--- config.mk ---
export PLATFORM = sky130hd
export DESIGN_NAME = bird_motion
export DESIGN_NICKNAME = d
export VERILOG_FILES = /design/src/rtl/bird_pkg.sv /design/src/rtl/sync_edge.sv /design/src/rtl/bird_motion.sv
export SDC_FILE = /design/constraint.sdc
export NUM_CORES = 1
export LEC_CHECK = 0
export CAP_MARGIN = 10
export CORE_ASPECT_RATIO = 0.9
export CORE_MARGIN = 2
export CORE_UTILIZATION = 58
export DETAILED_ROUTE_END_ITERATION = 6
export GPL_TIMING_DRIVEN = 0
export PLACE_DENSITY = 0.86
export SLEW_MARGIN = 10
export SYNTH_ARGS = -nofsm -noshare
export SYNTH_HDL_FRONTEND = slang
export SYNTH_SLANG_ARGS = --single-unit
--- constraint.sdc ---
create_clock -name clk -period 5.1 [get_ports clk]
set_input_delay 1.02 -clock clk [delete_from_list [all_inputs] [get_ports clk]]
set_output_delay 1.02 -clock clk [all_outputs]
set_load 0.02 [all_outputs]
--- src/rtl/bird_pkg.sv ---
// bird_pkg: shared constants and types for the bird motion engine.
//   - bird_state_t : FSM encoding (IDLE=0, FLYING=1, DEAD=2; 3 is unused)
//   - Y_START/Y_MIN/Y_MAX : vertical positions in pixels (sprite top-left)
//   - GRAVITY/FLAP_SPEED/MAX_FALL : per-frame velocity rules
//   - VEL_WIDTH / vel_t : signed velocity register width and type
package bird_pkg;

  typedef enum logic [1:0] {
    ST_IDLE   = 2'd0,
    ST_FLYING = 2'd1,
    ST_DEAD   = 2'd2
  } bird_state_t;

  localparam int Y_START    = 200;
  localparam int Y_MIN      = 0;
  localparam int Y_MAX      = 430;  // 480 lines minus the 50-pixel sprite
  localparam int GRAVITY    = 1;
  localparam int FLAP_SPEED = 8;
  localparam int MAX_FALL   = 10;
  localparam int VEL_WIDTH  = 8;

  typedef logic signed [VEL_WIDTH-1:0] vel_t;

endpackage

--- src/rtl/sync_edge.sv ---
// sync_edge: two-flop synchroniser for an asynchronous level, followed by a
// rising-edge detector.
// Ports:
//   clk   - system clock
//   reset - asynchronous active-high reset, clears all three flops
//   d     - asynchronous input level
//   pulse - one-clk pulse for each synchronised rising edge of d
module sync_edge (
  input  logic clk,
  input  logic reset,
  input  logic d,
  output logic pulse
);

  logic meta_q;
  logic sync_q;
  logic prev_q;

  always_ff @(posedge clk or posedge reset) begin
    if (reset) begin
      meta_q <= 1'b0;
      sync_q <= 1'b0;
      prev_q <= 1'b0;
    end else begin
      meta_q <= d;
      sync_q <= meta_q;
      prev_q <= sync_q;
    end
  end

  assign pulse = sync_q & ~prev_q;

endmodule

--- src/rtl/bird_motion.sv ---
// bird_motion: per-frame vertical motion engine for the player sprite.
// Once per frame (rising edge of frame_tick) it applies gravity or a flap
// impulse, clamps to the floor/ceiling and advances the game FSM.
// Ports:
//   clk          - system clock, all state on rising edge
//   reset        - asynchronous active-high reset
//   frame_tick   - end-of-frame level from the display timing generator
//   flap         - raw flap button (asynchronous)
//   bird_y       - sprite top-left Y (9 bits)
//   alive        - high while FLYING
//   state        - current FSM state (IDLE=0, FLYING=1, DEAD=2)
//   frame_update - one-clk pulse on the cycle bird_y/state update
// Handshake: there is no valid/ready pair; frame_update is a pure strobe that
// marks the cycle on which bird_y/state/alive carry a new frame's values.
// Build option: define BIRD_CEILING_KILL_EN to make hitting the ceiling fatal;
// by default the bird is pinned at Y_MIN and keeps flying.
module bird_motion
  import bird_pkg::*;
(
  input  logic       clk,
  input  logic       reset,
  input  logic       frame_tick,
  input  logic       flap,
  output logic [8:0] bird_y,
  output logic       alive,
  output logic [1:0] state,
  output logic       frame_update
);

  localparam logic signed [VEL_WIDTH:0] MAX_FALL_X = (VEL_WIDTH+1)'(MAX_FALL);
  localparam logic signed [VEL_WIDTH:0] GRAVITY_X  = (VEL_WIDTH+1)'(GRAVITY);
  localparam logic signed [10:0]        Y_MAX_S    = 11'(Y_MAX);
  localparam logic signed [10:0]        Y_MIN_S    = 11'(Y_MIN);
  localparam vel_t                      VEL_FLAP   = vel_t'(-FLAP_SPEED);

  bird_state_t st_q;
  vel_t        vel_q;
  logic        ft_q;
  logic        tick;
  logic        flap_pulse;
  logic        flap_pending;
  logic        flap_eff;

  logic signed [VEL_WIDTH:0] vel_inc;
  vel_t                      vel_new;
  logic signed [10:0]        y_next;

  sync_edge u_flap_sync (
    .clk   (clk),
    .reset (reset),
    .d     (flap),
    .pulse (flap_pulse)
  );

  // A flap edge arriving on the tick cycle still belongs to this frame.
  assign flap_eff = flap_pending | flap_pulse;
  assign state    = st_q;

  always_comb begin
    vel_inc = {vel_q[VEL_WIDTH-1], vel_q} + GRAVITY_X;
    if (flap_eff) begin
      vel_new = VEL_FLAP;
    end else if (vel_inc > MAX_FALL_X) begin
      vel_new = vel_t'(MAX_FALL);
    end else begin
      vel_new = vel_inc[VEL_WIDTH-1:0];
    end
    // 11-bit signed sum so both overshoots (below 0, past the floor) are visible.
    y_next = $signed({2'b00, bird_y}) + {{(11-VEL_WIDTH){vel_new[VEL_WIDTH-1]}}, vel_new};
  end

  always_ff @(posedge clk or posedge reset) begin
    if (reset) begin
      ft_q         <= 1'b0;
      tick         <= 1'b0;
      frame_update <= 1'b0;
      flap_pending <= 1'b0;
      st_q         <= ST_IDLE;
      alive        <= 1'b0;
      bird_y       <= 9'(Y_START);
      vel_q        <= '0;
    end else begin
      ft_q         <= frame_tick;
      tick         <= frame_tick & ~ft_q;
      frame_update <= tick;

      // Pending is consumed by every tick, whether or not the state used it.
      if (tick) begin
        flap_pending <= 1'b0;
      end else if (flap_pulse) begin
        flap_pending <= 1'b1;
      end

      if (tick) begin
        case (st_q)
          ST_FLYING: begin
            if (y_next >= Y_MAX_S) begin
              bird_y <= 9'(Y_MAX);
              vel_q  <= '0;
              st_q   <= ST_DEAD;
              alive  <= 1'b0;
            end else if (y_next < Y_MIN_S) begin
              bird_y <= 9'(Y_MIN);
              vel_q  <= '0;
`ifdef BIRD_CEILING_KILL_EN
              st_q   <= ST_DEAD;
              alive  <= 1'b0;
`else
              st_q   <= ST_FLYING;
              alive  <= 1'b1;
`endif
            end else begin
              bird_y <= y_next[8:0];
              vel_q  <= vel_new;
            end
          end
          ST_DEAD: begin
            if (flap_eff) begin
              st_q   <= ST_IDLE;
              alive  <= 1'b0;
              bird_y <= 9'(Y_START);
              vel_q  <= '0;
            end
          end
          default: begin
            // IDLE, and the unused encoding 3 which behaves as IDLE.
            if (flap_eff) begin
              st_q   <= ST_FLYING;
              alive  <= 1'b1;
              bird_y <= 9'(Y_START - FLAP_SPEED);
              vel_q  <= VEL_FLAP;
            end else begin
              st_q   <= ST_IDLE;
              alive  <= 1'b0;
              bird_y <= 9'(Y_START);
              vel_q  <= '0;
            end
          end
        endcase
      end
    end
  end

endmodule

Word-level counts from Yosys, hierarchy flattened. Index checks and enable logic that the tools add are counted.

Register bits after elaboration: 27. Input bits: 4. Output and inout port bits: 13.

$add $sub $neg: 2. Order comparisons: 3. Equal/unequal tests: 4. Mux-type cells: 24. Bitwise gates (word level): 5. Reduce and logical (&&, ||, !) cells: 3.

Operators with widths (count): 8-bit 2-to-1 mux (6); 9-bit 2-to-1 mux (3); 9-bit case mux with 2 select lines (1); 8-bit case mux with 2 select lines (1); 10-bit by 8-bit adder with 11-bit output (1); 11-bit by 10-bit greater-or-equal comparator with 1-bit output (second input constant) (1); 11-bit by 1-bit less-than comparator with 1-bit output (second input constant) (1); 8-bit by 2-bit adder with 9-bit output (second input constant) (1); 9-bit by 5-bit > comparator with 1-bit output (second input constant) (1); 1-bit 2-to-1 mux (7); 2-bit 2-to-1 mux (3); 4-bit 2-to-1 mux (1); 2-bit case mux with 2 select lines (1); 3-bit inequality test (second input constant) (1); 3-bit AND reduction (1); 1-bit AND (2); 2-bit by 1-bit == test with 1-bit output (second input constant) (1); 2-bit == test (second input constant) (1); 2-bit inequality test (second input constant) (1); 1-bit inverter (2); 1-bit case mux with 2 select lines (1); 2-bit AND reduction (1); 2-bit nonzero test (1); 1-bit bitwise OR (1).

Logic depth before layout (Yosys ltp). Gate-level depths: netlist of the first run.

Word-level depth: 9. Mapped depth: 20. Mapped depth without buffers: 20.

Modules after synthesis. Synthesis of the first run repeated with hierarchy kept, for this count alone.

Cell total of the unflattened synthesis: 250. Area, all modules: 2125.8 um2.

Modules (own cells, without submodules): bird_motion (instances 1, cells each 245, area each 2033.2 um2, sequential area each 579.3 um2); sync_edge (instances 1, cells each 5, area each 92.6 um2, sequential area each 75.1 um2).

Worst setup path before layout of the first run. Ideal clock, no wire load.

Kind: register -> register. Start point: reg vel_q[0]. End point: reg vel_q[4]. Library setup time: 0.094 ns. Arrival: 4.412 ns. Required time: 5.006 ns. Path slack: 0.594 ns. Cell stages (with the launch flop): 20. Clock period less this slack: 4.506 ns. Cell sequence: dfrtp_1 ha_1 buf_2 and3_1 a22oi_1 a32oi_1 o21ai_0 nor2_1 ha_1 fa_1 a21o_1 a221oi_2 a21oi_2 a21o_1 ha_1 nor2b_1 nand2_1 a311oi_2 a21oi_1 a211oi_1.

Cells in the longest elaborated chain, start to end: 9.

Ends and longest elaborated chain: start: declaration (line bird_motion.sv:37) `vel_t vel_q;`; start signal: assignment (line bird_motion.sv:114) `vel_q <= vel_new;`; 8-bit by 2-bit adder with 9-bit output * (line bird_motion.sv:60) `vel_inc = {vel_q[VEL_WIDTH-1], vel_q} + GRAVITY_X;`; 9-bit by 5-bit > comparator with 1-bit output (line bird_motion.sv:63) `end else if (vel_inc > MAX_FALL_X) begin`; 8-bit 2-to-1 mux * (line bird_motion.sv:63); 8-bit 2-to-1 mux * (line bird_motion.sv:61) `if (flap_eff) begin`; 10-bit by 8-bit adder with 11-bit output (line bird_motion.sv:69) `y_next = $signed({2'b00, bird_y}) + {{(11-VEL_WIDTH){vel_new[VEL_WIDTH-1]}}, vel_new};`; 11-bit by 1-bit less-than comparator with 1-bit output (line bird_motion.sv:102) `end else if (y_next < Y_MIN_S) begin`; 8-bit 2-to-1 mux (line bird_motion.sv:102); 8-bit 2-to-1 mux * (line bird_motion.sv:97) `if (y_next >= Y_MAX_S) begin`; 8-bit case mux with 2 select lines * (line bird_motion.sv:95) `case (st_q)`.

Mark *: on every way between the ends. The rest lies on a longest branch, timed or not. A chain may end at the register's enable or synchronous reset.

Worst setup path after layout of the first run. Ends and elaborated chain as after synthesis.

==> out/metrics.csv, run 1 <==
metric,value,unit
r2r startpoint,vel_q[0]$_DFFE_PP0P_,
Worst-Margin Slew,0.988,ns
Clk pwr share,7.8,%
Initial Util,60.9,%
Post-synth ARST share,100,%
Int Pwr,0.793,mW
Final Hold Vio Count,0,
"Req. time, crit path",5.28,ns
status,finished clean,
leakage power,1.01,nW
ant diodes,0,
Cell variety after synth,61,
Fmax achieved,205,MHz
post-route insts no fill,292,
fillers,264,
Ys Warns,0,
global-route wire length before repair,8220,um
startpoint type of the worst setup path,flip-flop,
"commonest non-fill, non-tap cell in the layout",nand2_1,
most frequent cells in the layout,"nand2_1, nor2_1, dfrtp_1",
maximum vdd drop,0.578,mV
Clock Tree Root,clkbuf_8,
layout cell share with drive strength beyond 1,14.1,%
post-synthesis cell area,0.00206,sq mm
Critical path destination,vel_q[4]$_DFFE_PP0P_,
total CTS buffers,3,
DR vias,1873,
FF-to-FF End,vel_q[4]$_DFFE_PP0P_,
sw frac,48.5,%
reg2reg setup slack,0.22,ns
crit path time final,4.88,ns
CP Max Fanout,10,
Critical Path Sink Type,flip-flop,
clock-pin slew of the registers on the worst-case setup and hold paths,0.09,ns
Worst Setup SP,vel_q[0]$_DFFE_PP0P_,
H-Tree Depth,1,
1st-pass router iterations,5,
Net Switching,0.748,mW
Final Max Tran Viols,0,
clock tree buffer depth,2,
PD cells,654,mW/mm^2
reg2reg path depth,19,
CP arrival,5.06,ns
drt wl/cell,17.4,um
Area growth syn-to-layout,14.5,%
"Seq/Total Area, Yosys",31.8,%
DRT antenna net count,0,
WS Path Type,flip-flop to flip-flop,
Placed Instances,287,
Global Route Usage Sum,26.9,%
clock skew,0.00254,ns
grt total ovfl,0,
Port Buffers,16,
Combinational Power Share,70.8,%
"Net Count, Synth",247,
"Avg Cell Area, Syn",9.07,sq um
die area,0.00404,sq mm
DR DRC count,0,
register bit total from synthesis,26,
clock sinks,26,
post-DP HPWL,3730,um
Main synth FF type,dfrtp_1,
Gate Count Post-Synth,227,
chip height,60.5,um
Core Region,0.00338,sq mm
First DRT Iteration DRCs,198,
Placement Rows,20,
Die Wd,66.8,um
Final Net Count,269,
routability cong.,0.891,
worst hold path class,flip-flop to flip-flop,
clock latency on the worst-skew pair,0.27,ns
final WL,5080,um
final setup vio count,0,
Flop pwr share,21.3,%
antenna violations before repair,0,
number of synthesized flops with an enable pin,0,
final hold slack,0.363,ns
Ports,17,
vias per cell,6.41,
vias in the first global route,1707,
fin crit share,95.7,%
Rel. slew slack,34.0,%
CTS tree,built,
Design Power,1.54,mW
largest net degree at the start of global routing,27,
Max Cap Violations,0,
[power by group through the flow]
stage          Sequential [mW]  Clock, mW  Combinational (mW)
3_5_place_dp             0.333          0                1.03
6_report                 0.329      0.121                1.09
2_1_floorplan            0.361          0               0.751
5_1_grt                  0.337      0.131                1.18
4_1_cts                  0.329      0.123                1.04
3_3_place_gp             0.328          0               0.999
[synth_stat cells, drive strengths merged (4+ instances only)]
library cell | n | area (sq um)
a211oi | 5 | 47.5
a21o | 6 | 52.6
a21oi | 13 | 68.8
a31oi | 6 | 43.8
and3 | 4 | 25.0
buf | 6 | 43.8
dfrtp | 23 | 576
ha | 15 | 188
inv | 12 | 45.0
nand2 | 24 | 90.1
nand4 | 4 | 25.0
nor2 | 22 | 82.6
nor2b | 5 | 31.3
o211ai | 4 | 40.0
o21ai | 14 | 70.1
xnor2 | 8 | 77.6
[worst min-delay path by stage]
| stage | startpoint | end | cells after the start |
|---|---|---|---|
| 2_1_floorplan | u_flap_sync.meta_q$_DFF_PP0_ | u_flap_sync.sync_q$_DFF_PP0_ | 0 |
| 3_3_place_gp | u_flap_sync.meta_q$_DFF_PP0_ | u_flap_sync.sync_q$_DFF_PP0_ | 0 |
| 3_5_place_dp | u_flap_sync.meta_q$_DFF_PP0_ | u_flap_sync.sync_q$_DFF_PP0_ | 0 |
| 4_1_cts | u_flap_sync.meta_q$_DFF_PP0_ | u_flap_sync.sync_q$_DFF_PP0_ | 0 |
| 5_1_grt | u_flap_sync.meta_q$_DFF_PP0_ | u_flap_sync.sync_q$_DFF_PP0_ | 0 |
| 6_report | u_flap_sync.meta_q$_DFF_PP0_ | u_flap_sync.sync_q$_DFF_PP0_ | 0 |
[flip-flops by register name, indices dropped and copies added (netlist names)]
| register | count |
|---|---|
| flap_pending | 1 |
| frame_update | 1 |
| ft_q | 1 |
| u_flap_sync.sync_q | 1 |
| vel_q | 8 |
| u_flap_sync.prev_q | 1 |
| state | 2 |
| bird_y | 9 |
| tick | 1 |
| u_flap_sync.meta_q | 1 |
[what timing repair did]
item,in CTS,in global routing
resized for setup,1,7
endpoints found under the setup margin,5,8
hold buffers,0,0
setup buffers,1,0
pin swaps,1,0
[per-stage QoR]
step / setup TNS (ns) / cell area [sq um] / setup WS (ns) / util, %
3_5_place_dp: -0.592 / 2270 / -0.215 / 67.3
4_1_cts: 0 / 2330 / 0.0270 / 68.9
6_report: 0 / 2360 / 0.219 / 69.7
2_1_floorplan: 0 / 2060 / 0.594 / -
3_3_place_gp: -0.182 / 2270 / -0.0990 / 67.3
5_1_grt: -0.135 / 2360 / -0.0654 / 69.7
[kinds of logic (layout without fill, tap and decap cells)]
kind of cell	Yosys count	in the layout	synth area share (%)
muxes	3	3	1.52
AOI/OAI and AO/OA	71	71	27.1
adders and majority gates	16	16	10.1
DFF	26	26	31.8
and+or+nand+nor	79	79	19.6
xor gates and xnor gates	11	11	5.05
buffers and inverters	21	42	4.86
[metal layers]
metal,vias up,track usage (%),wire (um)
li1,873,-,-
met1,913,36.6,2250
met2,78,44.7,2460
met3,9,4.08,304
met4,0,8.75,77
met5,-,0,0
[critical path, stage by stage (launching register included)]
cell and delay [ns]:
dfrtp_2 0.47, ha_1 0.24, buf_2 0.23, nor2_1 0.08, o31ai_1 0.30, a32oi_2 0.23, o21ai_2 0.23, nor2_1 0.09
ha_1 0.23, fa_1 0.42, a21o_1 0.24, a221oi_4 0.29, a21oi_2 0.13, a21o_1 0.21, ha_1 0.33, nor2b_2 0.19
nand2_2 0.14, a311oi_2 0.26, a21oi_1 0.21, a211oi_1 0.26
[layout make-up]
class	count	area, sq um	share of cell area, %
buffer	9	55.1	2.34
clock buffer	4	45.0	1.91
inverter	12	45.0	1.91
multi-input combinational	180	1330	56.5
sequential	26	657	27.9
tap	44	55.1	2.34
timing repair buffer	17	168	7.12
Note: power is estimated with default switching activity, not from simulation.
==> run 2: changes to the inputs <==
--- a/config.mk
+++ b/config.mk
@@ -9,6 +9,7 @@
 export CORE_ASPECT_RATIO = 0.9
 export CORE_MARGIN = 2
 export CORE_UTILIZATION = 58
+export CTS_BUF_LIST = sky130_fd_sc_hd__clkbuf_4 sky130_fd_sc_hd__clkbuf_8 sky130_fd_sc_hd__clkbuf_16
 export DETAILED_ROUTE_END_ITERATION = 6
 export GPL_TIMING_DRIVEN = 0
 export PLACE_DENSITY = 0.86
==> out/metrics.csv, run 2 (synthesis results as in run 1) <==
metric,value,unit
r2r startpoint,vel_q[0]$_DFFE_PP0P_,
Max Cap Violations,0,
Top reg by flops,bird_y,
First DRT Iteration DRCs,221,
"Max stage delay cell, worst path",dfrtp_2,
leakage power,1.01,nW
"commonest non-fill, non-tap cell in the layout",nand2_1,
crit path time final,4.86,ns
Final Hold Vio Count,0,
Finished Cell Area,0.00236,sq mm
"Req. time, crit path",5.28,ns
Area growth syn-to-layout,14.8,%
post-DP HPWL,3730,um
Post-DP Area,0.00227,sq mm
vias per cell,6.57,
Die Wd,66.8,um
Core Region,0.00338,sq mm
die area,0.00404,sq mm
CP arrival,5.04,ns
Final Max Tran Viols,0,
Ports,17,
Final Net Count,269,
Critical Path Sink Type,flip-flop,
Critical path destination,vel_q[4]$_DFFE_PP0P_,
total CTS buffers,3,
clock-pin slew of the registers on the worst-case setup and hold paths,0.09,ns
global-route wire length before repair,8320,um
Clock Tree Root,clkbuf_8,
CP dominant cell by count,ha_1,
Rel. slew slack,33.7,%
startpoint type of the worst setup path,flip-flop,
routability cong.,0.891,
clock sinks,26,
grt total ovfl,0,
Port Buffers,16,
Final Util,69.9,%
clock latency on the worst-skew pair,0.27,ns
drt wl/cell,17.5,um
H-Tree Depth,1,
DRT antenna net count,0,
status,finished clean,
Worst-Margin Slew,0.993,ns
clock tree buffer depth,2,
Initial Util,60.9,%
largest net degree at the start of global routing,27,
antenna violations before repair,0,
DR vias,1917,
vias in the first global route,1736,
final setup vio count,0,
clock skew,0.00381,ns
reg2reg setup slack,0.24,ns
hold buffers post-CTS,0,
PD cells,656,mW/mm^2
worst path cell trace,ha_1 -> clkbuf_4 -> and3_1 -> a22oi_1 -> a32oi_2 -> o21ai_2 -> nor2_1 -> ha_1 -> fa_1 -> a21o_1 -> a221oi_4 -> a21oi_2 -> a21o_1 -> ha_1 -> nor2b_2 -> nand2_2 -> a311oi_2 -> a21oi_1 -> a211oi_1,
worst hold path class,flip-flop to flip-flop,
1st-pass router iterations,5,
max incr delay on CP,0.48,ns
maximum vdd drop,0.583,mV
Global Route Usage Sum,27.3,%
fin crit share,95.3,%
ant diodes,0,
Fmax achieved,206,MHz
max reg flops,9,
WS Path Type,flip-flop to flip-flop,
Placement Rows,20,
chip height,60.5,um
layout cell share with drive strength beyond 1,14.5,%
CP Max Fanout,10,
most frequent cells in the layout,"nand2_1, nor2_1, dfrtp_1",
CTS tree,built,
Worst Setup SP,vel_q[0]$_DFFE_PP0P_,
DR DRC count,0,
FF-to-FF End,vel_q[4]$_DFFE_PP0P_,
reg2reg path depth,19,
final WL,5110,um
run 2: worst min path at each step:
stage	startpoint	end	slack, ns	depth (start not counted)
2_1_floorplan	u_flap_sync.meta_q$_DFF_PP0_	u_flap_sync.sync_q$_DFF_PP0_	0.33	0
3_3_place_gp	u_flap_sync.meta_q$_DFF_PP0_	u_flap_sync.sync_q$_DFF_PP0_	0.33	0
3_5_place_dp	u_flap_sync.meta_q$_DFF_PP0_	u_flap_sync.sync_q$_DFF_PP0_	0.35	0
4_1_cts	u_flap_sync.meta_q$_DFF_PP0_	u_flap_sync.sync_q$_DFF_PP0_	0.37	0
5_1_grt	u_flap_sync.meta_q$_DFF_PP0_	u_flap_sync.sync_q$_DFF_PP0_	0.39	0
6_report	u_flap_sync.meta_q$_DFF_PP0_	u_flap_sync.sync_q$_DFF_PP0_	0.38	0
run 2: report_power, final:
group / internal, mW / leakage [nW] / switching (mW)
Sequential: 0.271 / 0.319 / 0.0588
Clock: 0.0613 / 0.0262 / 0.0644
Combinational: 0.467 / 0.664 / 0.627
run 2: critical path: cells and delay by family, from the launching register on:
kind,cells,cell delay [ns]
AOI/OAI and AO/OA,10,2.24
buffers and inverters,1,0.20
DFF,1,0.48
adders and majority gates,4,1.24
and+or+nand+nor,4,0.62
run 2: timing repair:
item / CTS / global route
resized for setup: 1 / 9
hold endpoints to repair: 0 / 0
setup endpoints to repair: 5 / 8
buffers inserted: 1 / 0
pin swaps: 1 / 0
run 2: layout make-up:
| type | count | area [sq um] |
|---|---|---|
| Buffer | 9 | 57.6 |
| Tap cell | 44 | 55.1 |
| Clock buffer | 4 | 48.8 |
| Multi-Input combinational cell | 180 | 1330 |
| Fill cell | 263 | 1020 |
| Inverter | 12 | 45.0 |
| Timing Repair Buffer | 17 | 168 |
| Sequential cell | 26 | 657 |
run 2: layer usage:
metal | vias up | GRT usage [%] | part of all wire (%)
met5 | - | 0 | 0
met4 | 0 | 10.8 | 2.7
met3 | 21 | 4.82 | 7.3
met2 | 91 | 44.3 | 48
met1 | 938 | 36.8 | 42
li1 | 867 | - | -
run 2: stage by stage:
stage | power [mW] | hold WS [ns] | instances | setup slack [ns] | setup TNS (ns)
2_1_floorplan | 1.11 | 0.331 | 227 | 0.594 | 0
3_3_place_gp | 1.33 | 0.332 | 287 | -0.0990 | -0.182
3_5_place_dp | 1.37 | 0.345 | 287 | -0.215 | -0.592
4_1_cts | 1.50 | 0.366 | 292 | 0.0174 | 0
5_1_grt | 1.66 | 0.386 | 292 | -0.0369 | -0.0652
6_report | 1.55 | 0.378 | 292 | 0.241 | 0
